===== config.mk =====
export PLATFORM = sky130hd
export DESIGN_NAME = uart_rx_fifo
export DESIGN_NICKNAME = d
export VERILOG_FILES = /design/src/rtl/uart_rx_fifo.sv
export SDC_FILE = /design/constraint.sdc
export NUM_CORES = 1
export LEC_CHECK = 0
export ABC_AREA = 1
export BUFFER_PORTS_ARGS = -buffer_cell sky130_fd_sc_hd__buf_2
export CAP_MARGIN = 5
export CORE_MARGIN = 1.5
export CORE_UTILIZATION = 40
export DETAILED_ROUTE_END_ITERATION = 8
export PLACE_DENSITY = 0.55
export RECOVER_POWER = 50
export SLEW_MARGIN = 5
export SYNTH_ARGS = -nofsm -noshare
export SYNTH_HDL_FRONTEND = slang
export SYNTH_SLANG_ARGS = --single-unit

===== constraint.sdc =====
create_clock -name clk -period 2.45 [get_ports clk]
set_input_delay 0.1225 -clock clk [delete_from_list [all_inputs] [get_ports clk]]
set_output_delay 0.1225 -clock clk [all_outputs]
set_load 0.1 [all_outputs]

===== src/rtl/uart_rx_fifo.sv =====
// Receive-character FIFO behind the UART RX shift register: first-word-fall-through read side, fill level, sticky overrun.
// Optional `UART_RX_FIFO_THRESHOLD_EN adds rx_threshold input and registered threshold_hit output.
module uart_rx_fifo #(
  parameter int DATA_WIDTH = 9,
  parameter int DEPTH      = 16
) (
  input  logic                      clk,
  input  logic                      rst,
  input  logic                      wr_valid,
  input  logic [DATA_WIDTH-1:0]     wr_data,
  input  logic                      rd_ready,
  input  logic                      flush,
  input  logic                      overrun_clear,
  output logic                      rd_valid,
  output logic [DATA_WIDTH-1:0]     rd_data,
  output logic [$clog2(DEPTH):0]    level,
  output logic                      full,
  output logic                      empty,
  output logic                      overrun
`ifdef UART_RX_FIFO_THRESHOLD_EN
  ,
  input  logic [$clog2(DEPTH):0]    rx_threshold,
  output logic                      threshold_hit
`endif
);

  localparam int AW = $clog2(DEPTH);

  logic [DATA_WIDTH-1:0] mem_q [DEPTH];
  logic [AW:0]           wr_ptr_q, wr_ptr_d;
  logic [AW:0]           rd_ptr_q, rd_ptr_d;
  logic                  overrun_q, overrun_d;
  logic                  push, pop, drop;

  assign empty    = (wr_ptr_q == rd_ptr_q);
  assign full     = (wr_ptr_q[AW-1:0] == rd_ptr_q[AW-1:0]) && (wr_ptr_q[AW] != rd_ptr_q[AW]);
  assign level    = wr_ptr_q - rd_ptr_q;
  assign rd_valid = !empty;
  assign rd_data  = empty ? '0 : mem_q[rd_ptr_q[AW-1:0]];
  assign overrun  = overrun_q;

  assign pop  = rd_valid && rd_ready;
  assign push = wr_valid && (!full || pop);
  assign drop = wr_valid && full && !pop;

  always_comb begin
    wr_ptr_d  = wr_ptr_q;
    rd_ptr_d  = rd_ptr_q;
    overrun_d = overrun_q;
    if (flush) begin
      rd_ptr_d = wr_ptr_q;
    end else begin
      if (push) wr_ptr_d = wr_ptr_q + 1'b1;
      if (pop)  rd_ptr_d = rd_ptr_q + 1'b1;
    end
    // A drop in the same cycle as a clear leaves the flag set.
    if (overrun_clear) overrun_d = 1'b0;
    if (drop && !flush) overrun_d = 1'b1;
  end

  always_ff @(posedge clk) begin
    if (rst) begin
      wr_ptr_q  <= '0;
      rd_ptr_q  <= '0;
      overrun_q <= 1'b0;
    end else begin
      wr_ptr_q  <= wr_ptr_d;
      rd_ptr_q  <= rd_ptr_d;
      overrun_q <= overrun_d;
    end
  end

  always_ff @(posedge clk) begin
    if (!rst && !flush && push) mem_q[wr_ptr_q[AW-1:0]] <= wr_data;
  end

`ifdef UART_RX_FIFO_THRESHOLD_EN
  logic threshold_hit_q, threshold_hit_d;

  assign threshold_hit_d = (rx_threshold != '0) && (level >= rx_threshold);
  assign threshold_hit   = threshold_hit_q;

  always_ff @(posedge clk) begin
    if (rst) threshold_hit_q <= 1'b0;
    else     threshold_hit_q <= threshold_hit_d;
  end
`endif

endmodule


# After elaboration in Yosys (flattened, before gate mapping)
# Memories as Yosys holds them, arrays and structs flattened. A register that Yosys moved wholly into a read port is not among the register bits.
# Cells that the tools add are included.
[totals] mem_bits_rw=144 regBits=11 elab_cells=37 mem_count=1
[memory_table] memory="mem_q" depth=16 word_bits=9 read_ports=1 rd_clocked_by_memory_dff=1 write_ports=1 line="29" source="logic [DATA_WIDTH-1:0] mem_q [DEPTH];"
[classes] muxes=9 eq_ne=3 reduce_logical=17 add_sub_neg=3 bitwise=1
[op_table] op="adder 5 x 1 -> 5 bit (second input constant)" n=2
[op_table] op="two-way mux 5 bit" n=2
[op_table] op="two-way mux 9 bit" n=1
[op_table] op="logical AND 1 bit" n=8
[op_table] op="two-way mux 4 bit" n=2
[op_table] op="== test 5 bit" n=1
[op_table] op="logical NOT 1 bit" n=5
[op_table] op="subtractor 5 bit" n=1
[op_table] op="== test 4 bit" n=1
[op_table] op="two-way mux 1 bit" n=4
[op_table] op="nonzero test 2 bit" n=2
[op_table] op="AND reduction 2 bit" n=1
[op_table] op="logical OR 1 bit" n=1
[op_table] op="!= test 1 bit" n=1
[op_table] op="NOT 1 bit" n=1

# Logic depth before layout (Yosys ltp)
# Gate-level depths: netlist (run 1).
[depth] ltp_word=8 ltp_mapped=10

# Worst setup path after synthesis (run 1)
# Ideal clock, no wire load.
[synth_path] path_type="register to output" startpoint="register wr_ptr_q[0]" endpoint="output port rd_data[0]" t_arrival_ns=3.610 n_path_buf=0 t_required_ns=2.328 path_slack_ns=-1.283 stages_incl_launch_ff=6 cell_sequence="dfxtp_1 inv_1 ha_1 nand4_1 nor2_1 a21oi_1"
[synth_via] elab_chain_cells=2
[synth_lines] item="start: declaration" line="30" source="logic [AW:0] wr_ptr_q, wr_ptr_d;"
[synth_lines] item="start signal: assignment" line="67" source="wr_ptr_q <= wr_ptr_d;"
[synth_lines] item="== test 5 bit" line="35" source="assign empty = (wr_ptr_q == rd_ptr_q);"
[synth_lines] item="net empty" line="18" source="output logic empty,"
[synth_lines] item="two-way mux 9 bit" line="39" source="assign rd_data = empty ? '0 : mem_q[rd_ptr_q[AW-1:0]];"
[synth_lines] item="end: declaration" line="15" source="output logic [DATA_WIDTH-1:0] rd_data,"
# The timed path passes the listed nets, and every way through them passes these cells.

==> results of run 1 <==
==> state kept, by name, indices dropped and copies added, names as in the netlist, named ones only <==
name / flops
mem_q: 144
wr_ptr_q: 5
rd_ptr_q: 5
overrun: 1
==> worst register-to-register path, stage by stage (launching register included) <==
cell and delay, ns:
dfxtp_1 0.39, inv_1 0.06, ha_1 0.29, nand4_1 0.18, nor2_4 0.07, nand2_4 0.08, nand2_4 0.05, inv_4 0.07
nand2_4 0.14, nor2_1 0.64
==> stage by stage <==
stage                      util  cell area, um^2  setup TNS (ns)  total power [mW]  hold WS, ns
after floorplan               -             6850           -7.02              3.93        0.221
after global placement    0.451             7500               0              4.37        0.376
after detailed placement  0.451             7500               0              4.37        0.378
after CTS                 0.488             8120               0              6.82        0.118
after global routing      0.491             8170          -0.162              7.05        0.132
final                     0.491             8170               0              6.84        0.119
==> cell families after synthesis <==
| kind of cell | Yosys count |
|---|---|
| flip-flops | 159 |
| XOR/XNOR | 7 |
| AO/OA/AOI/OAI | 27 |
| adder cells (fa/ha/maj) | 10 |
| buffers and inverters | 55 |
| AND/OR/NAND/NOR | 380 |
==> layout make-up <==
class                   count  area [um^2]
clock inverters            14          120
multi-input cells         424         2030
clock buffers              18          429
well taps                 220          275
inverters                  26          106
fillers                  1465         8480
flip-flops and latches    159         4630
repair buffers             60          579
==> power by group <==
group	switching (mW)	leakage, nW	internal [mW]
logic	0.996	1.38	0.397
clock network	1.06	0.255	1.39
registers	0.0235	1.42	2.98
total	2.08	3.05	4.76
==> cell usage in the layout, fill, tap and decap left out, types with 2 or more instances in the layout <==
master,count
a21oi_1,10
a21oi_2,8
buf_12,13
buf_2,11
buf_4,23
clkbuf_1,10
clkbuf_16,17
clkinv_1,6
clkinv_4,4
clkinvlp_4,5
dfxtp_1,14
dlygate4sd3_1,3
edfxtp_1,144
ha_1,9
inv_1,20
inv_4,2
nand2_1,219
nand2_4,3
nand3_1,120
nand3b_1,2
nand4_1,2
nor2_1,29
nor2_2,2
nor2_4,2
o21ai_0,6
xnor2_2,2
xor2_1,3
xor2_2,2
==> routing by layer <==
metal / GRT usage / part of all wire / vias up
met3: 0.0514 / 0.074 / 41
li1: - / - / 2284
met1: 0.285 / 0.44 / 2296
met5: 0 / 0 / -
met4: 0.0942 / 0.029 / 0
met2: 0.315 / 0.45 / 228
==> worst max-delay path by stage <==
stage | startpoint | end | slack (ns) | depth (start not counted)
2_1_floorplan | wr_ptr_q[0] | rd_data[0] | -0.38 | 5
3_3_place_gp | rd_ptr_q[2] | mem_q[0][7] | 0.22 | 9
3_5_place_dp | rd_ptr_q[2] | mem_q[10][0] | 0.11 | 9
4_1_cts | register | rd_data[3] | 0.01 | 6
5_1_grt | rd_ptr_q[2] | mem_q[10][0] | -0.01 | 9
6_report | register | rd_data[2] | 0.08 | 9
==> repair_timing <==
action                                  in CTS  in global routing
setup buffers                                0                  1
endpoints found under the hold margin        5                  0
endpoints found under the setup margin       9                 41
cloned                                       1                  0
gates resized for setup                      4                 14
hold buffers                                 3                  0
pin swaps                                    0                  1
==> metrics.cfg, run 1 <==
[timing]
setup_viol=0
max_freq_ghz=0.423
grt_setup_unrepaired=yes
skew_ns=0.0104
period_share=0.966
period_minus_slack_ns=2.37
report.final.slew_viol_count=0
slew_headroom=0.230
hold_viol_final=0
worst_pin_slew_ns=1.15
setup_slack_ns=0.0840

[detailed_routing]
dr.first_iter.drc_count=613
ant_nets=0
routed_wirelength_mm=17.7
route.detailed.drc=0
drtPass1Iterations=5
route.detailed.wl_per_inst_um=19.2
vias_per_cell=5.26
vias=4849

[synth]
ys_types=28
synth_warnings=0
synth_top_area_cell=edfxtp_1
synth_ff_type=edfxtp_1
synth_area_mm2=0.00682
yosys.area.top_type_share=0.634
synthTopCellsByArea=edfxtp_1 63%, nand2_1 12%, nand3_1 8.8%, dfxtp_1 4.4%, nor2_1 1.8%
synth-xor-area-share=0.0101
synth.most_common_cell=nand2_1
synthAdderAreaFrac=0.0194
synth_top_family_by_area=simple AND/OR/NAND/NOR gates
synth-simple-area-share=0.238
muxShareOfSynthArea=0
synth.avg_cell_area_um2=10.7
postSynthCellCount=638
synth_edf_count=144
synth_common_cells=219 x nand2_1, 144 x edfxtp_1, 120 x nand3_1
ys_seq_area_frac=0.678
synth_compound_area_frac=0.0204
ys_ff_latch=159
synthArstFlopShare=0
synthesis.nets=663

[hold_path]
hp-class=in -> reg
hp-start=flush
hold_depth=5
hold_end=rd_ptr_q[4]

[setup_path]
rr_startpoint=rd_ptr_q[2]
path_cells=inv_4, buf_12, nand2_1, nand3_1, nand3_1, nand2_1, nand2_1, a21oi_1, buf_12
crit_required_ns=2.33
crit_family=buffers and inverters
cpPeakStageDelay_ns=0.43
cp-start-kind=register
path_buf_inv=3
ff2ff_path_depth=9
worst_setup_path_end_kind=output port
cp.arrival_ns=2.24
cpMostUsedCell=nand2_1
reg2reg_to=mem_q[10][0]
rrSetupSlack_ns=0.12
cp_slowest_cell=dfxtp_4
crit_path_max_fanout=32
path_class=reg -> out

[global_routing]
grt_pass1_wl_mm=26.8
grt_start_max_net_pins=55
grt_pass1_vias=4664
groute.usage.overall=0.208
grt_antenna_before_repair=0
grt_overflow_total=0

[floorplanning]
ioPinCount=33
num_rows=47
core_area_mm2=0.0166
start_util=0.410
die-area_mm2=0.0178
die_x_um=134
die_h_um=134

[layout]
antenna_cells=0
area_growth_pct=19.7
drive_above_1_share=0.143
final_net_count=713
final_cells=921

[placement]
place_ws_ns=0.109
portBuffers=32
post-dp-hpwl_mm=11.5
dp_cells=884
gp_congestion=0.918

[clock_network]
cts_made_buffers=17
cts.sinks=159
cts_tree=yes
clock-root-buffer=clkbuf_16
clk_pin_slew_ns=0.06
insertion_delay_ns=0.43
ctsHtreeMaxLevel=4
clockBufferDepth=2

[status]
status=finished clean

[power_and_ir_drop]
p_leak_nw=3.05
ir_drop_uv=503
powerDensity_mw_per_mm2=838

[run]
maxCapViolCount=0

(Power assumes the default switching activity.)
==> run 2: changes to the inputs <==
--- a/config.mk
+++ b/config.mk
@@ -6,6 +6,7 @@
 export NUM_CORES = 1
 export LEC_CHECK = 0
 export ABC_AREA = 1
+export ABC_CLOCK_PERIOD_IN_PS = 2450
 export BUFFER_PORTS_ARGS = -buffer_cell sky130_fd_sc_hd__buf_2
 export CAP_MARGIN = 5
 export CORE_MARGIN = 1.5
==> constraint.sdc (replaced) <==
create_clock -name clk -period 2.45 [get_ports clk]
set_input_delay 0.1225 -clock clk [delete_from_list [all_inputs] [get_ports clk]]
set_output_delay 0.1225 -clock clk [all_outputs]
set_load 0.02 [all_outputs]
==> metrics.cfg, run 2 (synthesis gave the netlist of run 1 again) <==
[clock_network]
cts_made_buffers=17  ; unchanged
cts_tree=yes
post-cts-setup-buffer-count=0  ; unchanged
clockBufferDepth=2  ; unchanged
clk_pin_slew_ns=0.06  ; about the same
insertion_delay_ns=0.43  ; about the same
cts.sinks=159  ; unchanged
ctsHtreeMaxLevel=4  ; unchanged
clock-root-buffer=clkbuf_16

[setup_path]
reg2reg_to=mem_q[1][5]
worst_setup_path_end_kind=output port
cp.arrival_ns=2.15  ; -0.09 ns
cp-start-kind=register
crit_required_ns=2.33  ; about the same
crit_path_max_fanout=36  ; +13%
rr_startpoint=rd_ptr_q[2]
ff2ff_path_depth=11  ; +2
rrSetupSlack_ns=0.19  ; +0.07 ns
path_class=reg -> out

[power_and_ir_drop]
ir_drop_uv=475  ; -5.5%
finalPower_mw=6.52  ; -4.7%
powerDensity_mw_per_mm2=815  ; -2.7%
p_leak_nw=3.01  ; -1.2%

[detailed_routing]
route.detailed.wl_per_inst_um=19.3  ; +0.70%
drtPass1Iterations=5  ; unchanged
dr.first_iter.drc_count=509  ; -17%
route.detailed.drc=0  ; unchanged
ant_nets=0  ; unchanged
vias_per_cell=5.24  ; -0.44%
vias=4859  ; +0.21%
routed_wirelength_mm=17.9  ; +1.4%

[placement]
post-dp-hpwl_mm=11.6  ; +1.2%
gp_congestion=0.882  ; -3.9%
dpl_cell_area_mm2=0.00736  ; -1.9%
portBuffers=32  ; unchanged

[timing]
max_freq_ghz=0.440  ; +4.2%
setup_tns_ns=0  ; unchanged
skew_ns=0.0109  ; +0.000479 ns
hold_viol_final=0  ; unchanged
slew_headroom=0.178  ; -0.0517
report.final.slew_viol_count=0  ; unchanged
period_minus_slack_ns=2.27  ; -0.0957 ns
period_share=0.927  ; -0.0391
grt_setup_unrepaired=no
setup_viol=0  ; unchanged
worst_pin_slew_ns=1.23  ; +0.0776 ns

[global_routing]
grt_start_max_net_pins=37  ; -33%
grt_pass1_vias=4824  ; +3.4%
grt_pass1_wl_mm=27.5  ; +2.5%
groute.usage.overall=0.211  ; +0.00267
grt_antenna_before_repair=0  ; unchanged
grt_overflow_total=0  ; unchanged

[floorplanning]
die-area_mm2=0.0178  ; unchanged
ioPinCount=33  ; unchanged
die_x_um=134  ; unchanged
die_h_um=134  ; unchanged
core_area_mm2=0.0166  ; unchanged
start_util=0.410  ; unchanged
num_rows=47  ; unchanged

[hold_path]
hold_depth=5  ; unchanged
hp-class=in -> reg
hold_end=rd_ptr_q[4]
hp-start=flush

[run]
maxCapViolCount=0  ; unchanged

[layout]
fin_area_mm2=0.00800  ; -2.0%
drive_above_1_share=0.137  ; -0.00545
final_common_cell=nand2_1
antenna_cells=0  ; unchanged
largest_reg_flops=144  ; unchanged
area_growth_pct=17.3
final_net_count=719  ; +0.84%
final_cell_mix=220 x nand2_1, 144 x edfxtp_1, 120 x nand3_1, 31 x buf_4, 27 x nor2_1

[status]
status=finished clean

==> run 2: cell types whose count changed in the layout (fill, tap and decap cells not counted), sizes merged <==
| cell | before | now |
|---|---|---|
| clkbuf | 27 | 30 |
| bufinv | 1 | 4 |
| clkinv | 11 | 7 |
| buf | 48 | 50 |
| clkinvlp | 5 | 7 |
==> run 2: report_power, final <==
| group | internal [mW] | total (mW) | switching, mW |
|---|---|---|---|
| Sequential | 2.98 | 3.00 | 0.0214 |
| Clock | 1.70 | 2.74 | 1.05 |
| Combinational | 0.225 | 0.778 | 0.553 |
==> run 2: area by class of cell <==
cell class	count	area, um^2
clock buffer	17	425
clock inverter	15	194
fill	1520	8640
inverter	26	104
multi-input combinational	424	1970
sequential	159	4630
tap	220	275
timing repair buffer	66	407
==> run 2: layer usage <==
layer	wire length, um	vias to the layer above	global-route usage
met5	0	-	0
li1	-	2297	-
met1	7920	2310	0.294
met4	459	0	0.0773
met2	8430	218	0.327
met3	1110	34	0.0445
==> run 2: how the worst max path moves through the flow <==
stage          cells past startpoint   startpoint           end
5_1_grt                           11  rd_ptr_q[1]   mem_q[2][4]
3_3_place_gp                       9  rd_ptr_q[2]   mem_q[9][8]
4_1_cts                            8     register    rd_data[2]
3_5_place_dp                       9  rd_ptr_q[2]   mem_q[9][3]
6_report                           8     register    rd_data[2]
2_1_floorplan                     10  wr_ptr_q[0]  mem_q[12][0]
==> run 2: repair_timing <==
action | 4_1_cts | 5_1_grt
setup endpoints to repair | 0 | 47
hold buffers | 3 | 0
hold endpoints to repair | 4 | 0
resized for setup | 0 | 7
==> run 2: through the flow <==
step | worst slack [ns] | instances | utilization | hold WS [ns]
2_1_floorplan | 0.192 | 638 | - | 0.221
3_3_place_gp | 0.177 | 892 | 0.442 | 0.380
3_5_place_dp | 0.0746 | 892 | 0.442 | 0.406
4_1_cts | 0.0154 | 927 | 0.481 | 0.0891
5_1_grt | 0.0451 | 927 | 0.481 | 0.136
6_report | 0.180 | 927 | 0.481 | 0.0989
==> run 2: critical path, stage by stage, from the launching register on <==
cell and delay (ns):
dfxtp_2 0.47, clkinv_1 0.09, buf_4 0.27, nand3_1 0.19
nand3_1 0.12, nand2_1 0.09, nand2_1 0.05, a21oi_1 0.22
buf_2 0.21
